--- src/rtl/ru_pkg.sv ---
// ----------------------------------------------------------------------------
// ru_pkg
// Shared constants and types for the integer register unit.
//   XLEN_C     : default data width of a register / data port
//   REG_IDX_W  : width of every register index port
//   REG_ZERO   : index of the hard-wired zero register x0
//   REG_SP     : index of the stack pointer x2
//   SP_INIT_C  : default reset value of x2
// ----------------------------------------------------------------------------
package ru_pkg;

    localparam int XLEN_C    = 32;
    localparam int REG_IDX_W = 5;

    typedef logic [REG_IDX_W-1:0] reg_idx_t;
    typedef logic [XLEN_C-1:0]    xword_t;

    localparam reg_idx_t REG_ZERO  = 5'd0;
    localparam reg_idx_t REG_SP    = 5'd2;
    localparam xword_t   SP_INIT_C = 32'h0000_03FC;

endpackage

--- src/rtl/ru_read_port.sv ---
// ----------------------------------------------------------------------------
// ru_read_port
// One combinational read path of the register unit: array select, x0
// zero-force and (optionally) write-through bypass from the WB write port.
//   i_regs_flat : flattened register array, entry k at [k*XLEN +: XLEN]
//   i_rs        : read index
//   i_wr_en     : WB write enable (raw RUWr)
//   i_wr_idx    : WB destination index
//   i_wr_data   : WB write data
//   o_rdata     : read data
// ----------------------------------------------------------------------------
module ru_read_port
    import ru_pkg::*;
#(
    parameter int XLEN   = XLEN_C,
    parameter int NREGS  = 32,
    parameter int BYPASS = 1
)(
    input  logic [NREGS*XLEN-1:0] i_regs_flat,
    input  logic [REG_IDX_W-1:0]  i_rs,
    input  logic                  i_wr_en,
    input  logic [REG_IDX_W-1:0]  i_wr_idx,
    input  logic [XLEN-1:0]       i_wr_data,
    output logic [XLEN-1:0]       o_rdata
);

    logic [XLEN-1:0] w_array_data;
    logic            w_bypass_hit;

    // x0 and indices beyond the implemented register count read as zero.
    always_comb begin
        // NOTE: assign a default before any conditional assignment in
        // always_comb, otherwise an unassigned path infers a latch.
        w_array_data = '0;
        if (i_rs != REG_ZERO && int'(i_rs) < NREGS)
            w_array_data = i_regs_flat[int'(i_rs)*XLEN +: XLEN];
    end

    // Write-first forwarding: the value being committed this edge is shown
    // to the ID stage in the same cycle. Writes that would be dropped
    // (x0, out-of-range index) never forward.
    assign w_bypass_hit = (BYPASS != 0) && i_wr_en && (i_wr_idx == i_rs) &&
                          (i_wr_idx != REG_ZERO) && (int'(i_wr_idx) < NREGS);

    assign o_rdata = w_bypass_hit ? i_wr_data : w_array_data;

endmodule

--- src/rtl/register_unit.sv ---
// ----------------------------------------------------------------------------
// register_unit
// 32-entry integer register file for the segmented RISC-V datapath.
// One synchronous write port fed from the WB stage, two combinational read
// ports for ID (optionally write-through bypassed) and one debug read port
// that always shows the committed array contents.
//   clk       : system clock, all state changes on the rising edge
//   rst_n     : synchronous active-low reset
//   RUWr      : write enable from WB control
//   rd        : destination register index
//   RUDataWr  : write data from the writeback select
//   rs1, rs2  : ID-stage source indices
//   RURs1/2   : read data for rs1 / rs2
//   dbg_addr  : debug read index
//   dbg_data  : debug read data (never bypassed)
// ----------------------------------------------------------------------------
module register_unit
    import ru_pkg::*;
#(
    parameter int              XLEN    = XLEN_C,
    parameter int              NREGS   = 32,
    parameter logic [XLEN-1:0] SP_INIT = XLEN'(SP_INIT_C),
    parameter int              BYPASS  = 1
)(
    input  logic                 clk,
    input  logic                 rst_n,
    input  logic                 RUWr,
    input  logic [REG_IDX_W-1:0] rd,
    input  logic [XLEN-1:0]      RUDataWr,
    input  logic [REG_IDX_W-1:0] rs1,
    input  logic [REG_IDX_W-1:0] rs2,
    output logic [XLEN-1:0]      RURs1,
    output logic [XLEN-1:0]      RURs2,
    input  logic [REG_IDX_W-1:0] dbg_addr,
    output logic [XLEN-1:0]      dbg_data
);

    // x0 has no storage; entries 1..NREGS-1 only.
    logic [XLEN-1:0]       r_regs [1:NREGS-1];
    logic [NREGS*XLEN-1:0] w_regs_flat;
    logic                  w_wr_en;

    // Writes to x0 or to indices past NREGS are dropped.
    assign w_wr_en = RUWr && (rd != REG_ZERO) && (int'(rd) < NREGS);

    always_ff @(posedge clk) begin
        if (!rst_n) begin
            // NOTE: the array is built from flops and every entry is reset,
            // so no read can ever return an undefined value; a RAM macro
            // without reset could not give that guarantee.
            for (int i = 1; i < NREGS; i++)
                r_regs[i] <= (i == int'(REG_SP)) ? SP_INIT : '0;
        end else begin
            // NOTE: state is updated with non-blocking assignments so every
            // reader in the same edge sees the pre-edge value.
            for (int i = 1; i < NREGS; i++)
                if (w_wr_en && int'(rd) == i)
                    r_regs[i] <= RUDataWr;
        end
    end

    // Flatten the array for the read-port sub-modules; slot 0 is constant 0.
    always_comb begin
        w_regs_flat = '0;
        for (int i = 1; i < NREGS; i++)
            w_regs_flat[i*XLEN +: XLEN] = r_regs[i];
    end

    ru_read_port #(
        .XLEN   (XLEN),
        .NREGS  (NREGS),
        .BYPASS (BYPASS)
    ) u_rd_port1 (
        .i_regs_flat (w_regs_flat),
        .i_rs        (rs1),
        .i_wr_en     (RUWr),
        .i_wr_idx    (rd),
        .i_wr_data   (RUDataWr),
        .o_rdata     (RURs1)
    );

    ru_read_port #(
        .XLEN   (XLEN),
        .NREGS  (NREGS),
        .BYPASS (BYPASS)
    ) u_rd_port2 (
        .i_regs_flat (w_regs_flat),
        .i_rs        (rs2),
        .i_wr_en     (RUWr),
        .i_wr_idx    (rd),
        .i_wr_data   (RUDataWr),
        .o_rdata     (RURs2)
    );

    // Debug port shows committed state only, hence no bypass path.
    always_comb begin
        dbg_data = '0;
        if (dbg_addr != REG_ZERO && int'(dbg_addr) < NREGS)
            dbg_data = w_regs_flat[int'(dbg_addr)*XLEN +: XLEN];
    end

endmodule
--- config.mk ---
export PLATFORM = sky130hd
export DESIGN_NAME = register_unit
export DESIGN_NICKNAME = d
export VERILOG_FILES = /design/src/rtl/ru_pkg.sv /design/src/rtl/ru_read_port.sv /design/src/rtl/register_unit.sv
export SDC_FILE = /design/constraint.sdc
export NUM_CORES = 2
export LEC_CHECK = 0
export BUFFER_PORTS_ARGS = -buffer_cell sky130_fd_sc_hd__buf_2
export CAP_MARGIN = 20
export CORE_AREA = 4 4 501 503
export DETAILED_ROUTE_END_ITERATION = 12
export DIE_AREA = 0 0 505 507
export MAX_ROUTING_LAYER = met4
export SYNTH_ARGS = -nofsm -noshare
export SYNTH_HDL_FRONTEND = slang
export SYNTH_SLANG_ARGS = --single-unit
--- constraint.sdc ---
create_clock -name clk -period 4.2 [get_ports clk]
set_input_delay 0.42 -clock clk [delete_from_list [all_inputs] [get_ports clk]]
set_output_delay 0.42 -clock clk [all_outputs]
set_load 0.01 [all_outputs]
# After elaboration in Yosys (flattened, before gate mapping)

Memories as Yosys holds them, arrays and structs flattened.
Index checks and enable logic that the tools add are counted.
W data, S select, Z words.

Bits in registers: 0
Bits in writable memories: 992
Bits of input ports: 55
Output and inout port bits: 96
Logic and storage cells: 238
Memories: 1

Memory list:

| name   | depth | bits a word | read ports | clocked after Yosys merged registers in | wr ports | RTL line            | source |
|---|---|---|---|---|---|---|---|
| r_regs | 31    | 32          | 31         | 0                                       | 31       | register_unit.sv:39 | `logic [XLEN-1:0] r_regs [1:NREGS-1];` |

Equal/unequal tests: 33
Shift operators: 3
Muxes and demuxes: 130
Bitwise gates (word level): 31
Reduce and logical (&&, ||, !) cells: 40

Operator list:

| cell                  | number |
|---|---|
| $shiftx A1024 B11 Y32 | 3 |
| $mux W32              | 36 |
| $mux W1               | 94 |
| $eq A5 B5 Y1 const B  | 16 |
| $eq A5 B4 Y1 const B  | 8 |
| $logic_and A1 B1 Y1   | 36 |
| $or A1 B1 Y1          | 31 |
| $eq A5 B3 Y1 const B  | 4 |
| $reduce_bool A5 Y1    | 4 |
| $eq A5 B2 Y1 const B  | 2 |
| $eq A5 B5 Y1          | 2 |
| $eq A5 B1 Y1 const B  | 1 |

# Depth between registers and ports, before layout

Depth after elaboration: 7
Depth in mapped cells: 9
Depth with buffers taken out: 5

# By module

From an unflattened synthesis, not the netlist that was laid out.

Cells, all modules: 4960
Area total of the unflattened synthesis: 64070.2 µm²

By module, submodules not included:

| module        | instances | cells an instance | area an instance (µm²) | seq. area each (µm²) |
|---|---|---|---|---|
| register_unit | 1         | 3202              | 45522.4                | 29788.6 |
| ru_read_port  | 2         | 879               | 9273.9                 | 0.0 |

# Least setup slack after synthesis

No wires, ideal clock.

Kind: input port to flip-flop
Start: in rd[0]
End: reg r_regs[0][576] (netlist name)
Library setup time: 0.466 ns
Data arrival time: 3.660 ns
Required time: 3.734 ns
Setup slack: 0.074 ns
Stages on the path: 6
Buffers on the path: 3
Cell sequence: buf_6 nand2b_1 clkbuf_1 or3_1 clkbuf_1 o21ai_0

RTL lines:

| what        | RTL line            | source |
|---|---|---|
| from (decl) | register_unit.sv:28 | `input logic [REG_IDX_W-1:0] rd,` |

# Worst setup path after layout

Start: in rs1[0]
End: out RURs1[17]

Word-level cells in the longest chain between the ends: 4
Elaborated cells on any way between the ends: 7
Classes of those cells: eq/ne: 1; shift: 1; mux: 2; reduce/logical: 3

Ends and longest elaborated chain:

| what                                                                          | RTL line            | source |
|---|---|---|
| from (decl)                                                                   | register_unit.sv:30 | `input logic [REG_IDX_W-1:0] rs1,` |
| parallel branches: the longest is 3 deep, another holds $shiftx A1024 B11 Y32 | n/a                 |  |
| $mux W32 *                                                                    | ru_read_port.sv:45  | `assign o_rdata = w_bypass_hit ? i_wr_data : w_array_data;` |
| to (decl)                                                                     | register_unit.sv:32 | `output logic [XLEN-1:0] RURs1,` |

Every way passes the cells marked *.

==> out/results.ini <==
[pwr]
seq_power_share_pct = 46.0
clockPowerShare_pct = 36.3
power_density_nw_per_um2 = 366
p_leak_nw = 23.4
power_frac_comb_pct = 17.7
p_total_mw = 25.9
irDropWorstVdd_v = 0.000342
netSwitchingPower_mw = 7.26
p_sw_share_pct = 28.1
internal-power_mw = 18.6

[finish]
drive_above_1_share_pct = 35.2
nets = 4177
largest_reg_flops = 992
mostFrequentLayoutCells = 992 x edfxtp_1, 988 x and2_1, 710 x mux4_2
top_regs = r_regs (992)
fillers = 24500
top_register = r_regs
layout_commonest_cell = edfxtp_1
syn2layout_area_growth_pct = 15.0
utilization_pct = 28.7

[timing]
fin_crit_ns = 3.75
rsz0062_at_grt = false
tns_ns = 0
tightest_slew_ns = 1.14
setup_viol = 0
timing.final.ws_setup_ns = 0.455
finalCritPeriodShare_pct = 89.2
max_slew_margin_pct = 24.1
max_freq_mhz = 267
slew_viol_final = 0
hold_violations = 0

[routing]
vias = 43100
routed_wl_microns = 255000
vias_per_cell = 5.78
drtAntennaViolNets = 0
avgRoutedWirePerCell_microns = 34.3
drt_iter0_drc = 7033
drc = 0
firstDrtPassIters = 6

[synthesis]
syn-num-nets = 4150
ys_types = 49
ys_warn_count = 0
synth_edf_count = 992
synth-main-ff-cell = edfxtp_1
syn_area_per_cell_sq_um = 15.0
synthTopCellsByArea = edfxtp_1 48%, mux4_2 26%, and2_1 10%
synth_top_area_share_pct = 48.5
ys_seq_area_share_pct = 48.5
synthCells = 4095
async_flop_share_pct = 0
synth.cell_area_sq_um = 61500
synth_top_cell_by_area = edfxtp_1
yosys_register_bits = 992

[setup_path]
critPathTopFamily = simple AND/OR/NAND/NOR gates
cp-start-kind = input pin
end_kind = output port
crit_type = input pin to output port
cpMaxStageDelayCell = nor4_1
path_cells = buf_8 -> xor2_1 -> nor4_1 -> and3_2 -> buf_4 -> a32o_1 -> buf_2
critical_path_buf_inv_count = 3
cp_max_fo = 44
crit_path_max_incr_delay_ns = 0.73
required_ns = 3.78
crit_cells = 7
arrival_ns = 3.33

[global_routing]
grt_overflow_total = 0
antenna_found_initial = 32
grt_max_degree = 98
grt_usage_pct = 19.9
grt_pass1_vias = 42400
grt_pass1_wl_microns = 351000

[floorplanning]
pin_count = 151
core-area_sq_um = 246000
fp.dieH_microns = 507
rows = 182
die_area_sq_um = 256000
dieWidth_microns = 505
initial_core_util_pct = 25.0

[cts]
clock-sinks = 992
cts_resized = 0
cts_tree = yes
cts.path.max_buffers = 3
cts_htree_levels = 3
post_cts_buffers = 0
cts_buffers = 105
clkSlewWorstSetupHoldPaths_ns = 0.06
clock-root-buffer = clkbuf_16
postCtsHoldBufs = 0

[placed_design]
dp_hpwl_microns = 163000
place_congestion = 0.927
dp_slack_ns = 0.518
port_buffers = 150

[flow_run]
cap_violations = 0

[worst_hold_path]
holdPathStages = 2
hold_class = input pin to register

[outcome]
status = finished, final reports clean

==> kinds of logic after synthesis <==
family                 share of synthesized area, %
buffers and inverters                          3.56
flip-flops                                     48.5
XOR/XNOR                                      0.143
AND/OR/NAND/NOR                                12.0
multiplexers                                   30.4
AO/OA/AOI/OAI                                  5.47
==> Yosys cell counts (all sizes together) (16+ instances only) <==
cell    count
a211o      18
a211oi     16
a221o      33
a221oi     56
a22o       65
a22oi      52
a32o       32
and2      988
and3       21
buf       171
clkbuf    311
edfxtp    992
mux2      146
mux2i     102
mux4      710
nand2      42
nor2       71
nor2b      34
nor3       22
o21ai      43
o22ai      63
==> cell type report <==
cell class	count	area [sq um]	area share (%)
Inverter	2	7.51	0.0106
Clock inverter	62	564	0.798
Tap cell	3220	4030	5.70
Multi-Input combinational cell	2619	30100	42.6
Clock buffer	130	2720	3.85
Sequential cell	992	29800	42.1
Timing Repair Buffer	402	3380	4.78
Antenna cell	27	67.6	0.0956
==> final timing paths <==
kind / endpoint / from
min: r_regs[0][431] / RUDataWr[15]
max: RURs1[17] / rs1[0]
==> routing by layer <==
layer	vias up	part of all wire, %	GRT usage [%]
li1	16500	-	-
met1	22300	36	24.8
met2	3490	45	29.5
met3	768	12	5.13
met4	0	6.7	11.5
met5	-	0	-
==> power by group through the flow <==
stage	Combinational, mW	Sequential, mW	Clock (mW)
6_report	4.59	11.9	9.38
4_1_cts	4.57	11.9	9.45
3_5_place_dp	4.55	12.1	0
3_3_place_gp	4.54	12.0	0
5_1_grt	4.74	11.9	9.84
2_1_floorplan	2.72	11.9	0
==> through the flow <==
| stage | instances | hold WS [ns] | area (sq um) |
|---|---|---|---|
| 6_report | 7454 | 0.289 | 70700 |
| 5_1_grt | 7446 | 0.297 | 70700 |
| 4_1_cts | 7427 | 0.251 | 70600 |
| 2_1_floorplan | 4095 | 0.599 | 61500 |
| 3_5_place_dp | 7235 | 1.05 | 67300 |
| 3_3_place_gp | 7235 | 1.04 | 67300 |
No activity file was read; power rests on OpenSTA's default activity.
